**config.mk**
```make
export PLATFORM = sky130hd
export DESIGN_NAME = mux_scan_sequencer
export DESIGN_NICKNAME = d
export VERILOG_FILES = /design/src/rtl/mux_scan_sequencer_pkg.sv /design/src/rtl/mux_scan_sequencer_next_channel.sv /design/src/rtl/mux_scan_sequencer.sv
export SDC_FILE = /design/constraint.sdc
export NUM_CORES = 1
export LEC_CHECK = 0
export CORE_UTILIZATION = 50
export DETAILED_ROUTE_END_ITERATION = 8
export PLACE_DENSITY_LB_ADDON = 0.05
export SLEW_MARGIN = 40
export SYNTH_ARGS = -nofsm -noshare
export SYNTH_HDL_FRONTEND = slang
export SYNTH_SLANG_ARGS = --single-unit
```
**constraint.sdc**
```tcl
create_clock -name clk -period 8.7 [get_ports clk]
set_clock_uncertainty 0.2 [all_clocks]
set_input_delay 1.305 -clock clk [delete_from_list [all_inputs] [get_ports clk]]
set_output_delay 1.305 -clock clk [all_outputs]
set_load 0.02 [all_outputs]
```
**src/rtl/mux_scan_sequencer_pkg.sv**
```systemverilog
// Shared types and constants for the mux scan sequencer and its channel finder.
package mux_scan_sequencer_pkg;

    localparam int NUM_CH = 32;
    localparam int SEL_W  = 5;

    typedef enum logic [1:0] {
        ST_IDLE   = 2'd0,
        ST_SETTLE = 2'd1,
        ST_SAMPLE = 2'd2
    } state_e;

    // Index of the lowest set bit; 0 when the vector is empty
    function automatic logic [SEL_W-1:0] lowest_set(input logic [NUM_CH-1:0] v);
        logic [SEL_W-1:0] idx;
        idx = {SEL_W{1'b0}};
        for (int i = NUM_CH - 1; i >= 0; i--) begin
            if (v[i]) begin
                idx = SEL_W'(i);
            end else begin
                idx = idx;
            end
        end
        return idx;
    endfunction

endpackage

```
**src/rtl/mux_scan_sequencer_next_channel.sv**
```systemverilog
// Combinational priority finder: next enabled channel strictly above cur, and
// the lowest enabled channel overall for wrap-around.
module mux_next_channel
    import mux_scan_sequencer_pkg::*;
(
    input  logic [31:0] mask,
    input  logic [4:0]  cur,
    output logic [4:0]  next_idx,
    output logic        found_above,
    output logic [4:0]  lowest_idx
);

    logic [31:0] above_s;

    // Keep only mask bits above cur; a shift past bit 31 leaves nothing above
    always_comb begin
        above_s     = mask & ~((32'd2 << cur) - 32'd1);
        found_above = |above_s;
        next_idx    = lowest_set(above_s);
        lowest_idx  = lowest_set(mask);
    end

endmodule

```
**src/rtl/mux_scan_sequencer.sv**
```systemverilog
// Scans enabled channels of a 32:1 mux in ascending order, waits a settle time
// after each select change, then offers one sample per channel over valid/ready.
module mux_scan_sequencer
    import mux_scan_sequencer_pkg::*;
#(
    parameter int SETTLE_CYC = 3,
    parameter int CNT_W      = 4
) (
    input  logic        clk,
    input  logic        rst,
    input  logic        start,
    input  logic        stop,
    input  logic        continuous,
    input  logic [31:0] ch_mask,
    output logic [4:0]  sel,
    output logic        dec_en,
    output logic        sample_valid,
    input  logic        sample_ready,
    output logic        busy,
    output logic        done
);

    localparam logic [CNT_W-1:0] SETTLE_LD = CNT_W'(SETTLE_CYC);

    state_e            state_r, state_s;
    logic [4:0]        sel_r, sel_s;
    logic              dec_en_r, dec_en_s;
    logic              valid_r, valid_s;
    logic              busy_r, busy_s;
    logic              done_r, done_s;
    logic [CNT_W-1:0]  cnt_r, cnt_s;
    logic [31:0]       mask_r, mask_s;
    logic              cont_r, cont_s;

    logic [31:0]       search_mask_s;
    logic [4:0]        next_idx_s;
    logic [4:0]        lowest_idx_s;
    logic              found_above_s;

    // In IDLE the finder looks at the live mask so the first channel is ready at start
    always_comb begin
        if (state_r == ST_IDLE) begin
            search_mask_s = ch_mask;
        end else begin
            search_mask_s = mask_r;
        end
    end

    mux_next_channel u_next (
        .mask        (search_mask_s),
        .cur         (sel_r),
        .next_idx    (next_idx_s),
        .found_above (found_above_s),
        .lowest_idx  (lowest_idx_s)
    );

    // Next-state and next-output logic; every output is registered below
    always_comb begin
        state_s  = state_r;
        sel_s    = sel_r;
        dec_en_s = dec_en_r;
        valid_s  = 1'b0;
        done_s   = 1'b0;
        cnt_s    = cnt_r;
        mask_s   = mask_r;
        cont_s   = cont_r;
        case (state_r)
            ST_IDLE: begin
                if (start && !stop) begin
                    if (ch_mask != 32'd0) begin
                        mask_s   = ch_mask;
                        cont_s   = continuous;
                        sel_s    = lowest_idx_s;
                        dec_en_s = 1'b1;
                        cnt_s    = SETTLE_LD;
                        state_s  = ST_SETTLE;
                    end else begin
                        done_s = 1'b1;
                    end
                end else begin
                    state_s = ST_IDLE;
                end
            end
            ST_SETTLE: begin
                if (stop) begin
                    dec_en_s = 1'b0;
                    state_s  = ST_IDLE;
                end else if (cnt_r != {CNT_W{1'b0}}) begin
                    cnt_s = cnt_r - {{(CNT_W-1){1'b0}}, 1'b1};
                end else begin
                    valid_s = 1'b1;
                    state_s = ST_SAMPLE;
                end
            end
            ST_SAMPLE: begin
                valid_s = 1'b1;
                if (sample_ready) begin
                    // Handshake completes even when stop arrives on the same edge
                    valid_s = 1'b0;
                    if (stop) begin
                        dec_en_s = 1'b0;
                        state_s  = ST_IDLE;
                    end else if (found_above_s) begin
                        sel_s   = next_idx_s;
                        cnt_s   = SETTLE_LD;
                        state_s = ST_SETTLE;
                    end else if (cont_r) begin
                        sel_s   = lowest_idx_s;
                        cnt_s   = SETTLE_LD;
                        state_s = ST_SETTLE;
                    end else begin
                        done_s   = 1'b1;
                        dec_en_s = 1'b0;
                        state_s  = ST_IDLE;
                    end
                end else if (stop) begin
                    valid_s  = 1'b0;
                    dec_en_s = 1'b0;
                    state_s  = ST_IDLE;
                end else begin
                    state_s = ST_SAMPLE;
                end
            end
            default: begin
                dec_en_s = 1'b0;
                state_s  = ST_IDLE;
            end
        endcase
        busy_s = (state_s != ST_IDLE);
    end

    // State and output registers
    always_ff @(posedge clk or posedge rst) begin
        if (rst) begin
            state_r  <= ST_IDLE;
            sel_r    <= 5'd0;
            dec_en_r <= 1'b0;
            valid_r  <= 1'b0;
            busy_r   <= 1'b0;
            done_r   <= 1'b0;
            cnt_r    <= {CNT_W{1'b0}};
            mask_r   <= 32'd0;
            cont_r   <= 1'b0;
        end else begin
            state_r  <= state_s;
            sel_r    <= sel_s;
            dec_en_r <= dec_en_s;
            valid_r  <= valid_s;
            busy_r   <= busy_s;
            done_r   <= done_s;
            cnt_r    <= cnt_s;
            mask_r   <= mask_s;
            cont_r   <= cont_s;
        end
    end

    assign sel          = sel_r;
    assign dec_en       = dec_en_r;
    assign sample_valid = valid_r;
    assign busy         = busy_r;
    assign done         = done_r;

endmodule

```
==> results.ini, run 1 <==
[routing]
drtIter0Drc=400
drc=0
drt_wl_total_um=12300
num_vias=4123
ant_nets=0
wl_per_cell_um=19.5
dr.pass1.iters=5
vias_per_cell=6.52

[synthesis]
async_flop_share_pct=100
postSynthCellCount=499
synth-edff-count=0
synth_flop_cell=dfrtp_1
ys_seq_elements=48
syn_nets=544
yosysWarnings=0
ys_seq_area_share_pct=28.0
syn-cell-area_um2=4280
synth.distinct_cells=78
avgSynthCellArea_um2=8.59

[floorplan]
dieWidth_um=94.6
fp.dieH_um=94.6
dieArea_um2=8940
num_rows=33
core_area_um2=8260
ios=47
initial_utilization_pct=51.9

[global_routing]
grt_overflow=0
grt_pass1_wl_um=19600
first_global_vias=3682
grt_max_degree=51
grt.total_usage_pct=28.9
antenna_found_initial=0

[power]
p_per_area_nw_per_um2=165
clkPwrFrac_pct=18.8
p_int_w=0.000472
pwr-share-seq_pct=38.8
p_leak_nw=1.95
power_w=0.000797
peakVddDrop_uv=84.6
switching_share_pct=40.8
switchingPower_w=0.000325
combPwrFrac_pct=42.4

[clock_tree]
cts-root-buf=clkbuf_8
htreeDepth=2
cts_tree=yes
postCtsHoldBufs=0
cts.path.max_buffers=2
post_cts_resized=0
cts_made_buffers=5
postCtsSetupBuffers=0
worst_setup_hold_path_clk_slew_ps=100
clock_latency_ps=310
cts_sinks=48

[critical_path]
critPathRequiredTime_ps=8700
timing.rr.start=sel[3]
critPathMaxFanout=26
critPathKind=flip-flop to flip-flop
r2r-end=cnt_r[0]
r2r_cells=11
cp.arrival_ps=4410
endpoint=cnt_r[0]
startpoint=sel[3]
cp-start-kind=flip-flop
r2r_slack_ps=4290
end_kind=flip-flop

[sta]
timing.final.ws_setup_ps=4290
min_period_over_period_pct=50.6
fmax_ghz=0.227
slew_violations=0
holdWs_ps=311
worst_pin_slew_ps=814
fin_setup_tns_ps=0
final_hold_viol_count=0
relSlewSlack_pct=44.4
setup_viol=0
rsz0062_at_grt=false
period_minus_slack_ps=4410

[finish]
post-route-cell-area_um2=4820
nNetsFinal=571
layout-drive-gt1-share_pct=15.6
syn2layout_area_growth_pct=12.6
n_antenna_cell=0

[min_path]
min_path_type=flip-flop to flip-flop

[placement]
place_area_um2=4720
numPortBuffers=46
place_hpwl_um=9370
pre_cts_ws_ps=4110
globalplace.congestion=0.919

[flow_run]
maxCapViolations=0

[status]
status=finished clean

[flip-flops by register name, indices dropped and copies added, names as in the netlist]
name          flops
sel               5
sample_valid      1
cnt_r             4
cont_r            1
state_r           2
done              1
busy              1
mask_r           32
dec_en            1
[cells in the mapped netlist (all sizes together) (4+ instances only)]
library cell / n / share of area (%)
o31ai: 7 / 1.2
inv: 19 / 1.7
and3: 4 / 0.58
mux2i: 21 / 5.3
clkbuf: 5 / 0.47
nor3b: 7 / 1.2
nor3: 23 / 3.1
mux2: 43 / 11
a211o: 4 / 0.82
or2: 6 / 0.88
buf: 23 / 3.6
nand3: 10 / 1.2
nand2: 34 / 3.0
ha: 7 / 2.0
nor2: 41 / 3.6
a21o: 4 / 0.70
a21oi: 33 / 4.0
nand4: 9 / 1.5
nor2b: 8 / 1.2
nor4: 12 / 1.8
o211ai: 14 / 2.6
a31oi: 12 / 1.8
dfrtp: 48 / 28
nand2b: 7 / 1.0
a211oi: 4 / 0.70
o21ai: 33 / 3.9
or3: 6 / 0.99
and2: 6 / 0.88
[layout make-up]
class | instances | area (um2)
Sequential cell | 48 | 1200
Inverter | 19 | 73.8
Tap cell | 105 | 131
Multi-Input combinational cell | 404 | 2840
Timing Repair Buffer | 48 | 475
Fill cell | 752 | 3430
Clock buffer | 6 | 82.6
Clock inverter | 2 | 13.8
[cell families (layout without fill, tap and decap cells)]
family                   Yosys count  count (layout)  share of synthesized area (%)
AO/OA/AOI/OAI                    149             149                           24.0
AND/OR/NAND/NOR                  184             184                           23.5
multiplexers                      64              64                           16.7
flip-flops                        48              48                           28.0
buffers and inverters             47              75                           5.75
adder cells (fa/ha/maj)            7               7                           2.04
[how the worst min path moves through the flow]
stage,from,endpoint,slack [ps],cells past startpoint
2_1_floorplan,cnt_r[3],cnt_r[3],270,1
3_3_place_gp,mask_r[7],mask_r[7],280,1
3_5_place_dp,mask_r[7],mask_r[7],290,1
4_1_cts,mask_r[7],mask_r[7],310,1
5_1_grt,mask_r[15],mask_r[15],330,1
6_report,mask_r[20],mask_r[20],310,1
[worst max-delay path, cell delays in order, from the launching register on]
cell,delay (ps)
dfrtp_1,900
nor2_1,250
nand2_1,140
ha_2,510
and2_1,270
o21ai_0,190
a32oi_1,340
nand4bb_1,210
or3_4,440
o41ai_4,300
a21oi_1,220
mux2_2,310
[layout by cell type, fill, tap and decap left out, types with 3 or more instances in the layout]
cell	Yosys	routed
inv_1	19	18
mux2i_1	19	19
a211oi_1	4	4
nor3_1	21	21
o21a_1	3	3
ha_1	7	5
nor3b_1	7	7
o21ai_0	32	32
or2_2	5	5
and3_1	4	4
dfrtp_1	48	45
nor4_1	12	12
dfrtp_2	0	3
a211o_1	4	4
clkdlybuf4s50_1	0	46
nor2_1	41	41
o211ai_1	13	13
and2_1	5	5
clkbuf_8	0	6
o31ai_1	7	7
nor2b_1	8	8
nand4_1	8	8
a21o_1	4	4
nand2b_1	7	7
nand3_1	10	10
a21oi_1	31	31
mux2_2	42	42
o2111ai_1	3	3
nand2_1	34	34
a31oi_1	12	12
or3_1	5	5
a2111oi_0	3	3
[layer usage]
layer  track usage [%]  part of all wire, %  vias up
li1                  -                    -     1950
met1              44.3                   49     1976
met2              41.4                   42      181
met3              4.59                  7.1       16
met4              7.95                  1.5        0
met5                 0                    0        -
[per-stage QoR]
step | utilization [%] | std cells
2_1_floorplan | - | 499
3_3_place_gp | 57.1 | 624
3_5_place_dp | 57.2 | 624
4_1_cts | 58.3 | 632
5_1_grt | 58.4 | 632
6_report | 58.4 | 632
[power groups by stage]
stage                     Clock (W)  Combinational, W  Sequential [W]
after CTS                  0.000153          0.000331        0.000308
after global routing       0.000161          0.000370        0.000315
after detailed placement          0          0.000329        0.000313
after floorplan                   0          0.000262        0.000290
final                      0.000149          0.000338        0.000309
after global placement            0          0.000329        0.000312
(Power assumes the default switching activity.)
==> run 2: changes to the inputs <==
==> constraint.sdc (replaced) <==
create_clock -name clk -period 4.2 [get_ports clk]
set_clock_uncertainty 0.2 [all_clocks]
set_input_delay 0.63 -clock clk [delete_from_list [all_inputs] [get_ports clk]]
set_output_delay 0.63 -clock clk [all_outputs]
set_load 0.02 [all_outputs]
==> results.ini, run 2 (same netlist as run 1, synthesis figures left out) <==
[sta]
setup_viol=0
final_hold_viol_count=0
fin_setup_tns_ps=0
period_minus_slack_ps=3930
relSlewSlack_pct=50.7
timing.final.ws_setup_ps=266
worst_pin_slew_ps=739
slew_violations=0
min_period_over_period_pct=93.7
fmax_ghz=0.254

[floorplan]
ios=47
initial_utilization_pct=51.9
dieArea_um2=8940
core_area_um2=8260
num_rows=33
dieWidth_um=94.6
fp.dieH_um=94.6

[critical_path]
path_buf_inv=2
cp.arrival_ps=3960
critPathMostFrequentCell=buf_4
slowest_stage=dfrtp_1
r2r_slack_ps=270
critPathRequiredTime_ps=4230
path_cells=nor3_4, nand2_1, ha_1, buf_4, nor4bb_1, o21ai_0, a32oi_1, nand4b_1, buf_4, nor2_1, a21oi_1, or3_1, a31oi_1
timing.rr.start=sel[2]
r2r-end=sel[0]
end_kind=flip-flop
r2r_cells=13
critPathTopFamily=simple AND/OR/NAND/NOR gates
cp-start-kind=flip-flop
startpoint=sel[2]
critPathKind=flip-flop to flip-flop
critPathMaxFanout=14
max_stage_delay_ps=450

[status]
status=finished clean

[power]
p_leak_nw=2.04
p_per_area_nw_per_um2=358
peakVddDrop_uv=185

[routing]
wl_per_cell_um=19.4
drc=0
num_vias=4133
drt_wl_total_um=12500
vias_per_cell=6.41
ant_nets=0
dr.pass1.iters=8
drtIter0Drc=280

[global_routing]
grt_pass1_wl_um=20100
grt.total_usage_pct=29.6
first_global_vias=3872
antenna_found_initial=0
grt_overflow=0
grt_max_degree=49

[clock_tree]
worst_setup_hold_path_clk_slew_ps=90
cts_tree=yes
postCtsHoldBufs=0
clock_latency_ps=310
cts.path.max_buffers=2
htreeDepth=2
cts_sinks=48
cts-root-buf=clkbuf_8
cts_made_buffers=5

[flow_run]
maxCapViolations=0

[finish]
layout_commonest_cell=dfrtp_1
n_antenna_cell=0
syn2layout_area_growth_pct=16.1
seqCellArea_um2=1200
instances_no_fill=645
utilization_pct=60.2
multiInputGateArea_um2=2850
largest_reg_flops=32
max_flop_register=mask_r
layout-drive-gt1-share_pct=17.0
num-fill-cells=751
post-route-cell-area_um2=4970
most-common-layout-cells=dfrtp_1 (48), clkdlybuf4s50_1 (46), mux2_2 (42)
nNetsFinal=584

[placement]
globalplace.congestion=0.932
pre_cts_ws_ps=186
numPortBuffers=46
place_hpwl_um=9570
place_area_um2=4820
dp.cells=636

[min_path]
min_to=mask_r[20]
min_path_cells=1
hp-start=mask_r[20]
min_path_type=flip-flop to flip-flop

## run 2: changes by cell type in the layout (fill, tap and decap cells not counted)
cell	before	now
buf_4	2	14
dfrtp_1	45	48
dfrtp_2	3	0
bufinv_16	0	2
buf_12	0	1
clkbuf_8	6	5
clkinv_2	1	0
ha_1	5	6
ha_2	2	1
nor4_1	12	11
nor4_2	0	1
## run 2: final cells by class
cell class / count / share of cell area, %
inverters: 19 / 1.48
well taps: 105 / 2.64
multi-input cells: 404 / 57.2
clock inverters: 3 / 1.38
repair buffers: 61 / 11.8
flip-flops and latches: 48 / 24.1
clock buffers: 5 / 1.38
## run 2: how the worst max path moves through the flow
stage	cells past startpoint	to	slack (ps)
global route	13	sel[0]	-60
finish	13	sel[0]	270
CTS	12	sel[0]	150
floorplan	14	sel[3]	360
detailed placement	12	sel[0]	190
global placement	11	sel[3]	190
## run 2: through the flow
step                      hold slack [ps]  total power, W
after floorplan                       270         0.00114
after detailed placement              292         0.00136
final                                 310         0.00178
after global routing                  324         0.00189
after global placement                283         0.00136
after CTS                             311         0.00177
## run 2: power breakdown
group	switching, W	internal [W]	leakage (nW)
Sequential	0.0000660	0.000536	0.580
Combinational	0.000444	0.000329	1.39
Clock	0.000168	0.000240	0.0687
## run 2: layer usage
layer	vias up	wire [um]	GRT usage [%]
met2	181	5390	44.6
li1	1976	-	-
met3	19	811	4.27
met4	0	213	7.20
met1	1957	6070	44.1
met5	-	0	0
## run 2: what timing repair did
| action | in CTS | in global routing |
|---|---|---|
| buffers inserted | 0 | 1 |
| setup endpoints to repair | 0 | 10 |
| gates resized for setup | 0 | 1 |
| endpoints found under the hold margin | 0 | 0 |
==> run 3: changes to the inputs <==
--- a/config.mk
+++ b/config.mk
@@ -5,6 +5,7 @@
 export SDC_FILE = /design/constraint.sdc
 export NUM_CORES = 1
 export LEC_CHECK = 0
+export CORE_MARGIN = 2
 export CORE_UTILIZATION = 50
 export DETAILED_ROUTE_END_ITERATION = 8
 export PLACE_DENSITY_LB_ADDON = 0.05
==> results.ini, run 3 (same netlist as run 1, synthesis figures left out) <==
[critical_path]
slowest_stage=dfrtp_1
critPathMaxFanout=14
critPathKind=flip-flop to flip-flop
startpoint=sel[2]
r2r_cells=13
r2r_slack_ps=200
max_stage_delay_ps=460
endpoint=dec_en
cp-start-kind=flip-flop
end_kind=flip-flop
critPathMostFrequentCell=nand2_1
timing.rr.start=sel[2]
critPathRequiredTime_ps=4200
r2r-end=dec_en
path_cells=nor4_2, nand2_1, ha_1, buf_12, nor4b_4, nand2_1, a31o_1, nand4bb_1, or3_4, o41ai_4, or2_2, o31ai_1, a22o_1
cp.arrival_ps=4000

[finish]
nNetsFinal=584
num-fill-cells=745
largest_reg_flops=32
layout_commonest_cell=dfrtp_1
layout-drive-gt1-share_pct=17.0
instances_no_fill=645
max_flop_register=mask_r
syn2layout_area_growth_pct=15.5
n_antenna_cell=0
most-common-layout-cells=dfrtp_1 (48), clkdlybuf4s50_1 (46), mux2_2 (42)

[sta]
min_period_over_period_pct=95.3
setup_viol=0
fin_setup_tns_ps=0
slew_violations=0
final_hold_viol_count=0
rsz0062_at_grt=false
fmax_ghz=0.250
timing.final.ws_setup_ps=196
worst_pin_slew_ps=721
relSlewSlack_pct=50.7
period_minus_slack_ps=4000

[routing]
drtIter0Drc=462
drt_wl_total_um=12800
ant_nets=0
num_vias=4242
wl_per_cell_um=19.8
vias_per_cell=6.58
dr.pass1.iters=5
drc=0

[clock_tree]
worst_setup_hold_path_clk_slew_ps=100
cts_tree=yes
cts_made_buffers=5
htreeDepth=2
cts_sinks=48
cts.path.max_buffers=2
postCtsSetupBuffers=0
cts-root-buf=clkbuf_8
clock_latency_ps=310

[flow_run]
maxCapViolations=0

[power]
switching_share_pct=40.4
p_per_area_nw_per_um2=341
p_int_w=0.00100
clkPwrFrac_pct=18.2
peakVddDrop_uv=171
p_leak_nw=2.02
pwr-share-seq_pct=35.7
switchingPower_w=0.000682
combPwrFrac_pct=46.0

[global_routing]
grt_overflow=0
grt_max_degree=49
antenna_found_initial=0
first_global_vias=3818
grt.total_usage_pct=28.6
grt_pass1_wl_um=20500

[placement]
numPortBuffers=46
dp.cells=637
globalplace.congestion=0.983
place_hpwl_um=9700
pre_cts_ws_ps=232

[floorplan]
num_rows=33
core_area_um2=8260
fp.dieH_um=96.6
dieWidth_um=96.6
dieArea_um2=9320
initial_utilization_pct=51.9
ios=47

[min_path]
min_path_type=flip-flop to flip-flop
hp-start=mask_r[23]

[status]
status=finished clean

## run 3: cell types whose count changed in the layout (fill, tap and decap cells not counted)
| cell | change |
|---|---|
| clkbuf_1 | +1 |
| clkinvlp_4 | +1 |
| buf_12 | +1 |
| nor3_2 | +1 |
| buf_4 | -1 |
| nor3_1 | -1 |
| clkbuf_8 | +1 |
| bufinv_16 | -2 |
| inv_6 | -1 |
## run 3: power by group through the flow
stage	clock network, W	logic [W]	registers [W]
2_1_floorplan	0	0.000543	0.000601
3_3_place_gp	0	0.000753	0.000607
3_5_place_dp	0	0.000752	0.000611
4_1_cts	0.000313	0.000756	0.000602
5_1_grt	0.000331	0.000841	0.000613
6_report	0.000307	0.000776	0.000603
## run 3: critical path: cells and delay by family, from the launching register on
family / cells / cell delay [ps]
fa+ha+maj: 1 / 370
buf+inv: 1 / 220
simple gates: 7 / 1800
compound gates: 4 / 840
flops: 1 / 460
## run 3: what timing repair did
item | in CTS | in global routing
endpoints found under the setup margin | 0 | 9
hold buffers | 0 | 0
resized for setup | 0 | 2
## run 3: cell type report
class	count	area (um2)	area share, %
Sequential cell	48	1200	24.3
Multi-Input combinational cell	404	2850	57.6
Timing Repair Buffer	61	598	12.1
Tap cell	105	131	2.65
Inverter	19	73.8	1.49
Clock buffer	7	86.3	1.74
Clock inverter	1	7.51	0.152
## run 3: worst min path at each step
| stage | endpoint | slack (ps) | depth (start not counted) |
|---|---|---|---|
| finish | mask_r[23] | 310 | 1 |
| global route | mask_r[15] | 330 | 1 |
| CTS | mask_r[23] | 310 | 1 |
| detailed placement | mask_r[23] | 290 | 1 |
| global placement | mask_r[7] | 290 | 1 |
| floorplan | cnt_r[3] | 270 | 1 |
## run 3: through the flow
step	utilization [%]	hold slack (ps)	total power [W]	instance area [um2]
floorplan	-	270	0.00114	4280
global placement	58.6	285	0.00136	4840
detailed placement	58.7	290	0.00136	4840
CTS	59.8	312	0.00167	4940
global route	59.9	333	0.00178	4950
finish	59.9	310	0.00169	4950
## run 3: layer usage
metal  track usage, %  vias up  share of wire (%)
li1                 -     1980                  -
met1             44.1     2028                 47
met2             41.3      204                 43
met3             4.19       30                7.1
met4             7.86        0                2.3
met5                0        -                  0
